File: config.mk
export PLATFORM = sky130hd
export DESIGN_NAME = cnn_inst_loader
export DESIGN_NICKNAME = d
export VERILOG_FILES = /design/src/rtl/cnn_inst_pkg.sv /design/src/rtl/cnn_inst_word_packer.sv /design/src/rtl/cnn_inst_loader.sv
export SDC_FILE = /design/constraint.sdc
export NUM_CORES = 1
export LEC_CHECK = 0
export CORE_AREA = 2 2 147 149
export DETAILED_ROUTE_END_ITERATION = 16
export DIE_AREA = 0 0 149 151
export MAX_ROUTING_LAYER = met4
export PLACE_DENSITY = 0.78
export SKIP_CTS_REPAIR_TIMING = 1
export SLEW_MARGIN = 25
export SYNTH_ARGS = -nofsm -noshare
export SYNTH_HDL_FRONTEND = slang
export SYNTH_SLANG_ARGS = --single-unit
File: constraint.sdc
create_clock -name clk -period 2.6 [get_ports clk]
set_input_delay 0.26 -clock clk [delete_from_list [all_inputs] [get_ports clk]]
set_output_delay 0.26 -clock clk [all_outputs]
set_load 0.01 [all_outputs]
File: src/rtl/cnn_inst_pkg.sv
// Shared constants and state type for the CNN instruction loader.
package cnn_inst_pkg;

  localparam int INST_W         = 128;
  localparam int WORD_W         = 32;
  localparam int WORDS_PER_INST = 4;

  localparam logic [WORD_W-1:0] CMD_CLEAR          = 32'h0000_0001;
  localparam logic [WORD_W-1:0] CMD_START          = 32'h0000_0002;
  localparam logic [15:0]       DEFAULT_LOAD_MAGIC = 16'hA5A5;

  typedef enum logic {
    IDLE,
    LOAD
  } state_t;

endpackage

File: src/rtl/cnn_inst_word_packer.sv
// Gathers four 32-bit words into one 128-bit instruction, first word in the LSBs.
module cnn_inst_word_packer
  import cnn_inst_pkg::*;
(
  input  logic              clk,
  input  logic              rst,
  input  logic              flush,
  input  logic              word_en,
  input  logic [WORD_W-1:0] word,
  output logic              done,
  output logic [INST_W-1:0] inst
);

  logic [1:0]               word_cnt;
  logic [INST_W-WORD_W-1:0] shift_reg;

  // Words enter at the top and move down, so after three words the oldest sits at [31:0].
  always_ff @(posedge clk) begin
    if (rst || flush) begin
      word_cnt  <= 2'd0;
      shift_reg <= '0;
    end else if (word_en) begin
      word_cnt  <= word_cnt + 2'd1;
      shift_reg <= {word, shift_reg[INST_W-WORD_W-1:WORD_W]};
    end
  end

  assign done = word_en && !flush && (word_cnt == 2'(WORDS_PER_INST - 1));
  assign inst = {word, shift_reg};

endmodule

File: src/rtl/cnn_inst_loader.sv
// Decodes the host word stream, writes assembled instructions to the instruction RAM
// and hands a start pulse to the executor.
module cnn_inst_loader
  import cnn_inst_pkg::*;
#(
  parameter int          ADDR_W     = 10,
  parameter int          TIMEOUT    = 65535,
  parameter logic [15:0] LOAD_MAGIC = DEFAULT_LOAD_MAGIC
) (
  input  logic              clk,
  input  logic              rst,
  input  logic [WORD_W-1:0] inst_part,
  input  logic              inst_part_en,
  output logic              ram_wren,
  output logic [ADDR_W-1:0] ram_wraddr,
  output logic [INST_W-1:0] ram_data,
  input  logic              cnn_inst_ready,
  output logic              cnn_inst_start,
  output logic [ADDR_W:0]   inst_count,
  output logic              busy,
  output logic              error
);

  localparam int TO_W = $clog2(TIMEOUT + 1);

  state_t            state_q, state_d;
  logic [15:0]       remaining_q, remaining_d;
  logic [TO_W-1:0]   timeout_q, timeout_d;
  logic [ADDR_W:0]   count_q, count_d;
  logic              error_q, error_d;
  logic              pending_q, pending_d;
  logic              wren_d;
  logic [ADDR_W-1:0] waddr_d;
  logic [INST_W-1:0] data_d;
  logic              flush;
  logic              packer_done;
  logic [INST_W-1:0] packer_inst;
  logic              start_fire;

  cnn_inst_word_packer u_packer (
    .clk     (clk),
    .rst     (rst),
    .flush   (flush),
    .word_en (inst_part_en && (state_q == LOAD)),
    .word    (inst_part),
    .done    (packer_done),
    .inst    (packer_inst)
  );

  assign start_fire = pending_q && cnn_inst_ready && (state_q == IDLE);

  always_comb begin
    state_d     = state_q;
    remaining_d = remaining_q;
    timeout_d   = timeout_q;
    count_d     = count_q;
    error_d     = error_q;
    pending_d   = pending_q;
    wren_d      = 1'b0;
    waddr_d     = ram_wraddr;
    data_d      = ram_data;
    flush       = 1'b0;

    if (start_fire) pending_d = 1'b0;

    case (state_q)
      IDLE: begin
        if (inst_part_en) begin
          if (inst_part == CMD_CLEAR) begin
            count_d   = '0;
            error_d   = 1'b0;
            pending_d = 1'b0;
          end else if (inst_part == CMD_START) begin
            // A START arriving while one is still pending merges into that pulse.
            if (!pending_q) pending_d = 1'b1;
          end else if (inst_part[31:16] == LOAD_MAGIC) begin
            if (inst_part[15:0] == 16'd0) begin
              error_d = 1'b1;
            end else begin
              remaining_d = inst_part[15:0];
              timeout_d   = '0;
              state_d     = LOAD;
            end
          end else begin
            error_d = 1'b1;
          end
        end
      end
      LOAD: begin
        if (inst_part_en) begin
          timeout_d = '0;
          if (packer_done) begin
            // A full RAM keeps consuming the frame but stores nothing more.
            if (count_q[ADDR_W]) begin
              error_d = 1'b1;
            end else begin
              wren_d  = 1'b1;
              waddr_d = count_q[ADDR_W-1:0];
              data_d  = packer_inst;
              count_d = count_q + 1'b1;
            end
            remaining_d = remaining_q - 16'd1;
            if (remaining_q == 16'd1) state_d = IDLE;
          end
        end else if (timeout_q == TO_W'(TIMEOUT - 1)) begin
          flush     = 1'b1;
          error_d   = 1'b1;
          timeout_d = '0;
          state_d   = IDLE;
        end else begin
          timeout_d = timeout_q + 1'b1;
        end
      end
      default: state_d = IDLE;
    endcase
  end

  always_ff @(posedge clk) begin
    if (rst) begin
      state_q     <= IDLE;
      remaining_q <= '0;
      timeout_q   <= '0;
      count_q     <= '0;
      error_q     <= 1'b0;
      pending_q   <= 1'b0;
      ram_wren    <= 1'b0;
      ram_wraddr  <= '0;
      ram_data    <= '0;
    end else begin
      state_q     <= state_d;
      remaining_q <= remaining_d;
      timeout_q   <= timeout_d;
      count_q     <= count_d;
      error_q     <= error_d;
      pending_q   <= pending_d;
      ram_wren    <= wren_d;
      ram_wraddr  <= waddr_d;
      ram_data    <= data_d;
    end
  end

  assign cnn_inst_start = start_fire;
  assign busy           = (state_q == LOAD) || pending_q;
  assign inst_count     = count_q;
  assign error          = error_q;

endmodule

==> flow_metrics.env, run 1 <==
export IMPL_status="finished clean"
export IMPL_skew_ns=0.0127
export IMPL_die_x_um=149
export IMPL_period_share=0.888
export IMPL_netlist_area_mm2=0.0107
export IMPL_drt_first_pass_iters=5
export IMPL_synth_top_cell_area_share=0.529
export IMPL_p_leak_uw=0.00463
export IMPL_placedCellCount=1784
export IMPL_grt_ovfl_total=0
export IMPL_post_drt_wl_per_cell_um=15.8
export IMPL_path_cells="clkinv_1, and3_1, clkdlybuf4s50_1"
export IMPL_fin_crit_ns=2.31
export IMPL_core_area_mm2=0.0208
export IMPL_cpPeakStageDelay_ns=0.50
export IMPL_tns_ns=0
export IMPL_synth_area_top_cells="dfxtp_1 53%, nand2_1 17%, a21oi_1 12%"
export IMPL_place_ws_ns=0.115
export IMPL_ys_seq_elements=283
export IMPL_grt_max_degree=134
export IMPL_final_cells=1835
export IMPL_cp_start_kind="flip-flop"
export IMPL_peakVddDrop_mv=0.424
export IMPL_setup_ws_ns=0.292
export IMPL_finalNetCount=1581
export IMPL_p_per_area_mw_per_mm2=607
export IMPL_yosysSeqAreaShare=0.529
export IMPL_htree_levels=1
export IMPL_synthArstFlopShare=0
export IMPL_start_util=0.515
export IMPL_cp_required_ns=2.34
export IMPL_die_h_um=151
export IMPL_slew_violations=0
export IMPL_routed_wl_mm=28.9
export IMPL_pin_count=189
export IMPL_yosysUniqueCellTypes=60
export IMPL_design_die_area_mm2=0.0225
export IMPL_rows=53
export IMPL_tightestPinTransition_ns=0.605
export IMPL_clock_root_buffer="clkbuf_16"
export IMPL_slew_headroom=0.596
export IMPL_cts_sinks=283
export IMPL_antenna_found_initial=1
export IMPL_synth_edf_count=0
export IMPL_maxCapViolCount=0
export IMPL_criticalPathCategory="reg -> out"
export IMPL_crit_arrival_ns=2.05
export IMPL_synth_flop_cell="dfxtp_1"
export IMPL_clock_latency_ns=0.53
export IMPL_io_buffers=188
export IMPL_end_kind="output pin"
export IMPL_via_count=9882
export IMPL_ys_warn_count=0
export IMPL_drive_gt1_frac=0.0821
export IMPL_cpMaxStageDelayCell="clkdlybuf4s50_1"
export IMPL_drtAntennaViolNets=0
export IMPL_via_per_inst=5.39
export IMPL_design_area_mm2=0.0141
export IMPL_grt_usage=0.259
export IMPL_avgSynthCellArea_um2=7.90
export IMPL_max_freq_mhz=433
export IMPL_cts_path_max_buffers=3
export IMPL_drc=0
export IMPL_place_hpwl_mm=19.2
export IMPL_min_path_type="in -> reg"
export IMPL_grt_pass1_vias=8862
export IMPL_synthToLayoutAreaGrowth_pct=31.5
export IMPL_cts_buffers=28
export IMPL_drtIter0Drc=793
export IMPL_synth_nets=1399
export IMPL_synth_top_area_cell="dfxtp_1"
export IMPL_path_clk_slew_ns=0.06
export IMPL_grt_pass1_wl_mm=46.2
export IMPL_rsz0062_at_grt="false"
export IMPL_largest_reg_flops=128
export IMPL_finalSetupViolCount=0
export IMPL_cts_tree="built"
export IMPL_synthCells=1357
export IMPL_place_area_mm2=0.0132
export IMPL_gp_congestion=0.925
export IMPL_critPathMaxFanout=12
export IMPL_final_hold_violation_count=0
worst paths after layout:
kind                               start                           end  slack, ns  cells past startpoint
min                                  rst     ram_data[95]$_SDFFE_PP0P_       0.16                      2
max reg2reg  remaining_q[0]$_SDFFE_PP0P_  remaining_q[10]$_SDFFE_PP0P_       0.48                      7
max                   state_q$_SDFF_PP0_                cnn_inst_start       0.29                      3
min reg2reg   ram_data[102]$_SDFFE_PP0P_    ram_data[102]$_SDFFE_PP0P_       0.45                      2
layout by cell type, fill, tap and decap left out, types with 11 or more instances in the layout:
master,Yosys,final
dfxtp_1,283,283
o31ai_1,11,11
nor2_1,33,32
nand2_1,498,497
clkdlybuf4s50_1,0,187
a21oi_1,263,263
buf_12,0,11
buf_4,1,48
nand3_1,19,19
o21ai_0,12,12
clkbuf_16,0,29
worst max-delay path, delay by kind of cell, from the launching register on:
family,cells,cell delay (ns)
buffers and inverters,2,0.87
DFF,1,0.33
and+or+nand+nor,1,0.32
cells in the mapped netlist, types with 2 or more instances:
| library cell | n |
|---|---|
| o41ai_1 | 2 |
| a21oi_1 | 263 |
| buf_1 | 3 |
| dfxtp_1 | 283 |
| buf_2 | 9 |
| a21o_1 | 3 |
| nand4_1 | 10 |
| nor4_1 | 6 |
| a31oi_1 | 4 |
| o211ai_1 | 4 |
| nor3_1 | 8 |
| a21oi_2 | 3 |
| nand2b_1 | 2 |
| o21bai_1 | 2 |
| nor4_2 | 3 |
| and4_1 | 5 |
| nand4b_1 | 3 |
| nand2_1 | 498 |
| or3_1 | 7 |
| nor4b_1 | 2 |
| or4_4 | 3 |
| nor2_1 | 33 |
| ha_1 | 6 |
| or2_2 | 7 |
| o31ai_1 | 11 |
| nor2b_1 | 3 |
| xnor2_1 | 4 |
| o21ai_0 | 12 |
| xor2_1 | 6 |
| clkbuf_1 | 80 |
| nor4_4 | 2 |
| and3_1 | 6 |
| inv_1 | 10 |
| nand3_1 | 19 |
| a221oi_1 | 2 |
| or4_1 | 9 |
power breakdown:
group,leakage [µW],switching [µW],internal (µW)
sequential,0.00228,0.816,4340
combinational,0.00190,139,94.8
clock,0.000452,1610,2380
total,0.00463,1750,6810
metrics by stage:
stage / power [µW] / util / hold WS (ns)
6_report: 8550 / 0.677 / 0.165
5_1_grt: 8820 / 0.677 / 0.158
4_1_cts: 8620 / 0.677 / 0.147
3_5_place_dp: 4660 / 0.633 / 0.446
3_3_place_gp: 4660 / 0.633 / 0.441
2_1_floorplan: 4520 / - / 0.396
final cells by class:
class                           count  area, µm²
Antenna cell                        1       2.50
Inverter                           11       41.3
Clock buffer                       43        828
Sequential cell                   283       5670
Tap cell                          275        344
Multi-Input combinational cell    969       4670
Fill cell                        1786       6730
Clock inverter                      7       85.1
Timing Repair Buffer              246       2450
cells by family (layout without fill, tap and decap cells):
kind of cell / count (synthesis) / count (layout) / synth area share
buf+inv: 105 / 307 / 0.0389
fa+ha+maj: 6 / 6 / 0.00701
flops: 283 / 283 / 0.529
other cells: 0 / 1 / 0
compound gates: 321 / 321 / 0.165
simple gates: 631 / 631 / 0.252
mux: 1 / 1 / 0.000934
xor+xnor: 10 / 10 / 0.00817
metal layers:
| metal | wire (µm) | GRT usage |
|---|---|---|
| met5 | 0 | - |
| met4 | 420 | 0.0524 |
| met3 | 2210 | 0.0488 |
| met2 | 13000 | 0.395 |
| met1 | 13300 | 0.362 |
Power figures use the tool's default switching activity.
==> inputs of run 2 (changes only) <==
- ABC_CLOCK_PERIOD_IN_PS: not set -> 2600
==> results of run 2 <==
Final layout, timing and power as in run 1 (identical DEF).
